--- src/rtl/mem_arbiter.sv ---
// mem_arbiter: shares one single-port memory between the instruction fetch
// path (read-only) and the load/store path (read/write). One transaction is
// outstanding at a time.
//
// Ports:
//   clk, rst              clock; asynchronous active-low reset
//   if_req_*/if_addr      fetch request handshake (valid/ready) and address
//   if_resp_valid/rdata   fetch completion pulse and data
//   ls_req_*/ls_*         load/store request handshake and payload
//   ls_resp_valid/rdata   load/store completion pulse and load data
//   mem_req_*/mem_*       request handshake and payload to memory
//   mem_resp_valid/rdata  memory response strobe and read data
//   busy                  transaction in flight (state != IDLE)
//
// Optional feature macro: MEM_ARB_ROUND_ROBIN_EN
//   undefined: fixed priority, LSU wins a simultaneous request
//   defined:   simultaneous requests alternate using a last_grant register
module mem_arbiter #(
  parameter int unsigned AW = 32,
  parameter int unsigned DW = 32
) (
  input  logic              clk,
  input  logic              rst,
  input  logic              if_req_valid,
  output logic              if_req_ready,
  input  logic [AW-1:0]     if_addr,
  output logic              if_resp_valid,
  output logic [DW-1:0]     if_rdata,
  input  logic              ls_req_valid,
  output logic              ls_req_ready,
  input  logic [AW-1:0]     ls_addr,
  input  logic              ls_wen,
  input  logic [DW-1:0]     ls_wdata,
  input  logic [DW/8-1:0]   ls_wstrb,
  output logic              ls_resp_valid,
  output logic [DW-1:0]     ls_rdata,
  output logic              mem_req_valid,
  input  logic              mem_req_ready,
  output logic [AW-1:0]     mem_addr,
  output logic              mem_wen,
  output logic [DW-1:0]     mem_wdata,
  output logic [DW/8-1:0]   mem_wstrb,
  input  logic              mem_resp_valid,
  input  logic [DW-1:0]     mem_rdata,
  output logic              busy
);

  localparam int unsigned SW = DW / 8;
  localparam logic OWN_IF = 1'b0;
  localparam logic OWN_LS = 1'b1;

  typedef enum logic [1:0] {IDLE, ISSUE, WAIT} state_e;

  state_e          state_q, state_d;
  logic            owner_q, owner_d;
  logic [AW-1:0]   addr_q,  addr_d;
  logic            wen_q,   wen_d;
  logic [DW-1:0]   wdata_q, wdata_d;
  logic [SW-1:0]   wstrb_q, wstrb_d;
`ifdef MEM_ARB_ROUND_ROBIN_EN
  logic            last_grant_q, last_grant_d;
`endif

  logic grant_ls_c;
  logic accept_c;
  logic resp_fire_c;

  // Winner selection; only meaningful while accept_c is high.
  always_comb begin
    grant_ls_c = ls_req_valid;
    if (if_req_valid && ls_req_valid) begin
`ifdef MEM_ARB_ROUND_ROBIN_EN
      grant_ls_c = (last_grant_q == OWN_IF);
`else
      grant_ls_c = 1'b1;
`endif
    end
  end

  // rst gating keeps the Mealy readies at 0 while reset is asserted.
  assign accept_c    = rst && (state_q == IDLE) && (if_req_valid || ls_req_valid);
  assign resp_fire_c = (state_q == WAIT) && mem_resp_valid;

  // Next-state and payload latch.
  always_comb begin
    state_d = state_q;
    owner_d = owner_q;
    addr_d  = addr_q;
    wen_d   = wen_q;
    wdata_d = wdata_q;
    wstrb_d = wstrb_q;
`ifdef MEM_ARB_ROUND_ROBIN_EN
    last_grant_d = last_grant_q;
`endif
    case (state_q)
      IDLE: begin
        if (accept_c) begin
          state_d = ISSUE;
          owner_d = grant_ls_c ? OWN_LS : OWN_IF;
`ifdef MEM_ARB_ROUND_ROBIN_EN
          last_grant_d = grant_ls_c ? OWN_LS : OWN_IF;
`endif
          if (grant_ls_c) begin
            addr_d  = ls_addr;
            wen_d   = ls_wen;
            wdata_d = ls_wdata;
            wstrb_d = ls_wstrb;
          end else begin
            // Fetches are reads: write side of the payload is forced to zero.
            addr_d  = if_addr;
            wen_d   = 1'b0;
            wdata_d = DW'(0);
            wstrb_d = SW'(0);
          end
        end
      end
      ISSUE:   if (mem_req_ready)  state_d = WAIT;
      WAIT:    if (mem_resp_valid) state_d = IDLE;
      default: state_d = IDLE;
    endcase
  end

  // State and latched payload registers.
  always_ff @(posedge clk or negedge rst) begin
    if (!rst) begin
      state_q <= IDLE;
      owner_q <= OWN_IF;
      addr_q  <= AW'(0);
      wen_q   <= 1'b0;
      wdata_q <= DW'(0);
      wstrb_q <= SW'(0);
`ifdef MEM_ARB_ROUND_ROBIN_EN
      last_grant_q <= OWN_LS;
`endif
    end else begin
      state_q <= state_d;
      owner_q <= owner_d;
      addr_q  <= addr_d;
      wen_q   <= wen_d;
      wdata_q <= wdata_d;
      wstrb_q <= wstrb_d;
`ifdef MEM_ARB_ROUND_ROBIN_EN
      last_grant_q <= last_grant_d;
`endif
    end
  end

  // Request-side handshakes: ready only in IDLE, in the accept cycle.
  assign if_req_ready = accept_c && !grant_ls_c;
  assign ls_req_ready = accept_c &&  grant_ls_c;

  // Memory request side driven from the latched payload.
  assign mem_req_valid = (state_q == ISSUE);
  assign mem_addr      = addr_q;
  assign mem_wen       = wen_q;
  assign mem_wdata     = wdata_q;
  assign mem_wstrb     = wstrb_q;

  // Response routed to the owner; rdata is zero outside its pulse.
  assign if_resp_valid = resp_fire_c && (owner_q == OWN_IF);
  assign ls_resp_valid = resp_fire_c && (owner_q == OWN_LS);
  assign if_rdata      = if_resp_valid ? mem_rdata : DW'(0);
  assign ls_rdata      = ls_resp_valid ? mem_rdata : DW'(0);

  assign busy = (state_q != IDLE);

endmodule

--- config.mk ---
export PLATFORM = sky130hd
export DESIGN_NAME = mem_arbiter
export DESIGN_NICKNAME = d
export VERILOG_FILES = /design/src/rtl/mem_arbiter.sv
export SDC_FILE = /design/constraint.sdc
export NUM_CORES = 1
export LEC_CHECK = 0
export CORE_AREA = 2 2 107 109
export CTS_CLUSTER_SIZE = 14
export DETAILED_ROUTE_END_ITERATION = 10
export DIE_AREA = 0 0 109 111
export GPL_TIMING_DRIVEN = 0
export HOLD_SLACK_MARGIN = 0.06
export PLACE_DENSITY = 0.86
export SLEW_MARGIN = 20
export SYNTH_ARGS = -nofsm -noshare
export SYNTH_HDL_FRONTEND = slang
export SYNTH_SLANG_ARGS = --single-unit
--- constraint.sdc ---
create_clock -name clk -period 3.7 [get_ports clk]
set_input_delay 0.74 -clock clk [delete_from_list [all_inputs] [get_ports clk]]
set_output_delay 0.74 -clock clk [all_outputs]
set_load 0.005 [all_outputs]
==> flow_summary_export.csv <==
group,metric,value,unit
synth,ys_seq_elements,72,
synth,syn_area_per_cell,10.55,um2
drt,drt_iter0_markers,278,
sta,tightestPinTransition,520.5,ps
drt,via_per_inst,4.772,
critical_path,crit_family,"buffers and inverters",
clock_network,cts.repair.resized,0,
grt,gr-total-overflow,0,
drt,vias,3770,
synth,netlist_instances,355,
sta,final.period_utilization,0.8872,
clock_network,cts_root_buf,"clkbuf_16",
drt,antenna_left,0,
critical_path,worstPathRequired,2960,ps
job,cap_viol_max_count,0,
clock_network,cts_tree,"yes",
grt,antenna_found_initial,0,
placed_design,dp_hpwl,10.45,mm
finish,drive_gt1_frac,0.1499,
synth,seq_area_frac_synth,0.4810,
die,rows,39,
clock_network,htreeDepth,3,
sta,holdWs,330.1,ps
sta,relSlewSlack,0.6518,
power_and_ir_drop,peakVddDrop,0.3675,mV
drt,wirelength,12.96,mm
finish,layout.nets,782,
finish,final_cells,790,
clock_network,clkTransAtPathRegs,60,ps
die,die_w,109,um
drt,drtPass1Iterations,4,
clock_network,cts_hold_buf,0,
sta,drv_slew,0,
sta,finalClockSkew,6.966,ps
sta,setup_tns,0,ps
critical_path,critPathMostFrequentCell,"clkdlybuf4s50_1",
grt,grtUsageTotal,0.2155,
drt,post_drt_wl_per_cell,16.41,um
synth,netlist_area,3746,um2
grt,grt_max_degree,51,
die,core_region_area,11080,um2
clock_network,clock_latency,330,ps
clock_network,numCtsBuffers,9,
critical_path,worstPathArrival,2540,ps
outcome,outcome,"completed",
die,io_pins,278,
clock_network,cts.path.max_buffers,2,
sta,period_needed,3283,ps
die,die_h,111,um
clock_network,cts_setup_buffers,0,
synth,synthDistinctLibCells,23,
sta,rsz0062_at_grt,"false",
finish,antenna_cells,0,
sta,setup_viol,0,
power_and_ir_drop,p_per_area,506.5,nW/um2
critical_path,end_kind,"output port",
critical_path,crit_buf_inv,3,
die,dieArea,12100,um2
placed_design,portBuffers,276,
critical_path,max_stage_delay,500,ps
hold_path,hold_path.class,"primary input to async pin",
critical_path,critical_path.slowest_cell,"clkdlybuf4s50_1",
finish,final_util,0.6321,
critical_path,critPathMaxFanout,10,
critical_path,path_class,"primary input to output port",
critical_path,cp-start-kind,"primary input",
finish,syn_to_final_growth,86.91,%
grt,grt_pass1_wl,20.17,mm
placed_design,routabilityCongestion,0.8734,
synth,yosysWarnings,0,
grt,grt_pass1_vias,3953,
placed_design,place_ws,388.8,ps
sta,timing.final.ws_setup,417.3,ps
synth,synth_nets,494,
clock_network,cts_sinks,72,
critical_path,crit_chain,"clkdlybuf4s50_1 -> and4b_1 -> clkbuf_1 -> and2_1 -> clkdlybuf4s50_1",
sta,fmax,304.6,MHz
die,start_util,0.3382,
placed_design,placedCellCount,775,
power_and_ir_drop,p_leak,2.838,nW
sta,finalHoldViolations,0,
drt,drcViolationCount,0,
-- Yosys cell counts --
cell type | instances | area (um2)
dfrtp_1 | 72 | 1802
mux2_2 | 65 | 732.0
and2_1 | 64 | 400.4
inv_1 | 38 | 142.6
o21ai_0 | 38 | 190.2
nand4_1 | 37 | 231.5
clkbuf_1 | 14 | 52.55
buf_2 | 7 | 35.03
buf_6 | 4 | 45.04
clkbuf_2 | 2 | 10.01
nor2_1 | 2 | 7.510
and3_1 | 1 | 6.260
and4b_1 | 1 | 10.01
buf_1 | 1 | 3.750
buf_4 | 1 | 7.510
mux2_1 | 1 | 11.26
nand2_1 | 1 | 3.750
nand2b_1 | 1 | 6.260
nor2b_1 | 1 | 6.260
nor3_1 | 1 | 5.000
nor3_4 | 1 | 16.27
nor3b_2 | 1 | 12.51
o21ai_2 | 1 | 8.760
-- routing by layer --
metal | GRT usage | vias to the layer above | share of wire
li1 | - | 1781 | -
met1 | 0.2258 | 1776 | 0.35
met2 | 0.3896 | 183 | 0.52
met3 | 0.06114 | 30 | 0.087
met4 | 0.09829 | 0 | 0.036
met5 | 0 | - | 0
-- layout make-up --
type	instances	area, um2
Fill cell	869	4075
Timing Repair Buffer	277	2788
Sequential cell	72	1802
Multi-Input combinational cell	216	1648
Clock buffer	12	246.5
Tap cell	143	178.9
Buffer	29	153.9
Inverter	38	142.6
Clock inverter	3	42.54
-- stage by stage --
step,instance area [um2],power (mW)
after global routing,7002,3.742
final,7002,3.546
after detailed placement,6713,2.719
after global placement,6688,2.660
after floorplan,3746,1.715
after CTS,7002,3.581
-- cells in the final DEF, fill, tap and decap left out, types with 2 or more instances in the layout --
master	n
buf_4	2
nand4_1	37
dfrtp_1	72
clkdlybuf4s50_1	275
clkbuf_1	16
o21ai_0	38
buf_6	4
inv_1	38
nor2_1	2
mux2_2	65
buf_2	7
clkbuf_16	9
clkbuf_2	2
and2_1	64
-- report_power, final --
part           leakage, nW  total, mW  switching [mW]  internal [mW]
clock                0.139      0.846           0.310          0.536
combinational         1.81       1.44           0.504          0.935
sequential           0.885       1.26           0.172           1.09
total                 2.84       3.55           0.987           2.56
-- sequential cells by signal, indices dropped and copies added, names as in the netlist --
signal	count
owner_q	1
mem_wstrb	4
mem_wen	1
state_q	2
mem_addr	32
mem_wdata	32
-- logic make-up after synthesis --
family / synth area share
and+or+nand+nor: 0.1884
DFF: 0.4810
buffers and inverters: 0.07916
muxes: 0.1984
AOI/OAI and AO/OA: 0.05311
-- final timing paths --
kind                                          from                       end  slack, ps  cells past startpoint
max                                 mem_resp_valid               ls_rdata[2]        420                      5
min in group clk           mem_addr[0]$_DFFE_PN0P_   mem_addr[0]$_DFFE_PN0P_        500                      1
max in group asynchronous                      rst       mem_wen$_DFFE_PN0P_       2800                      2
min                                            rst  mem_addr[23]$_DFFE_PN0P_        330                      1
max reg2reg                 state_q[0]$_DFFE_PN0P_  mem_addr[31]$_DFFE_PN0P_       2040                      3
min reg2reg                mem_addr[0]$_DFFE_PN0P_   mem_addr[0]$_DFFE_PN0P_        500                      1
(Power assumes the default switching activity.)
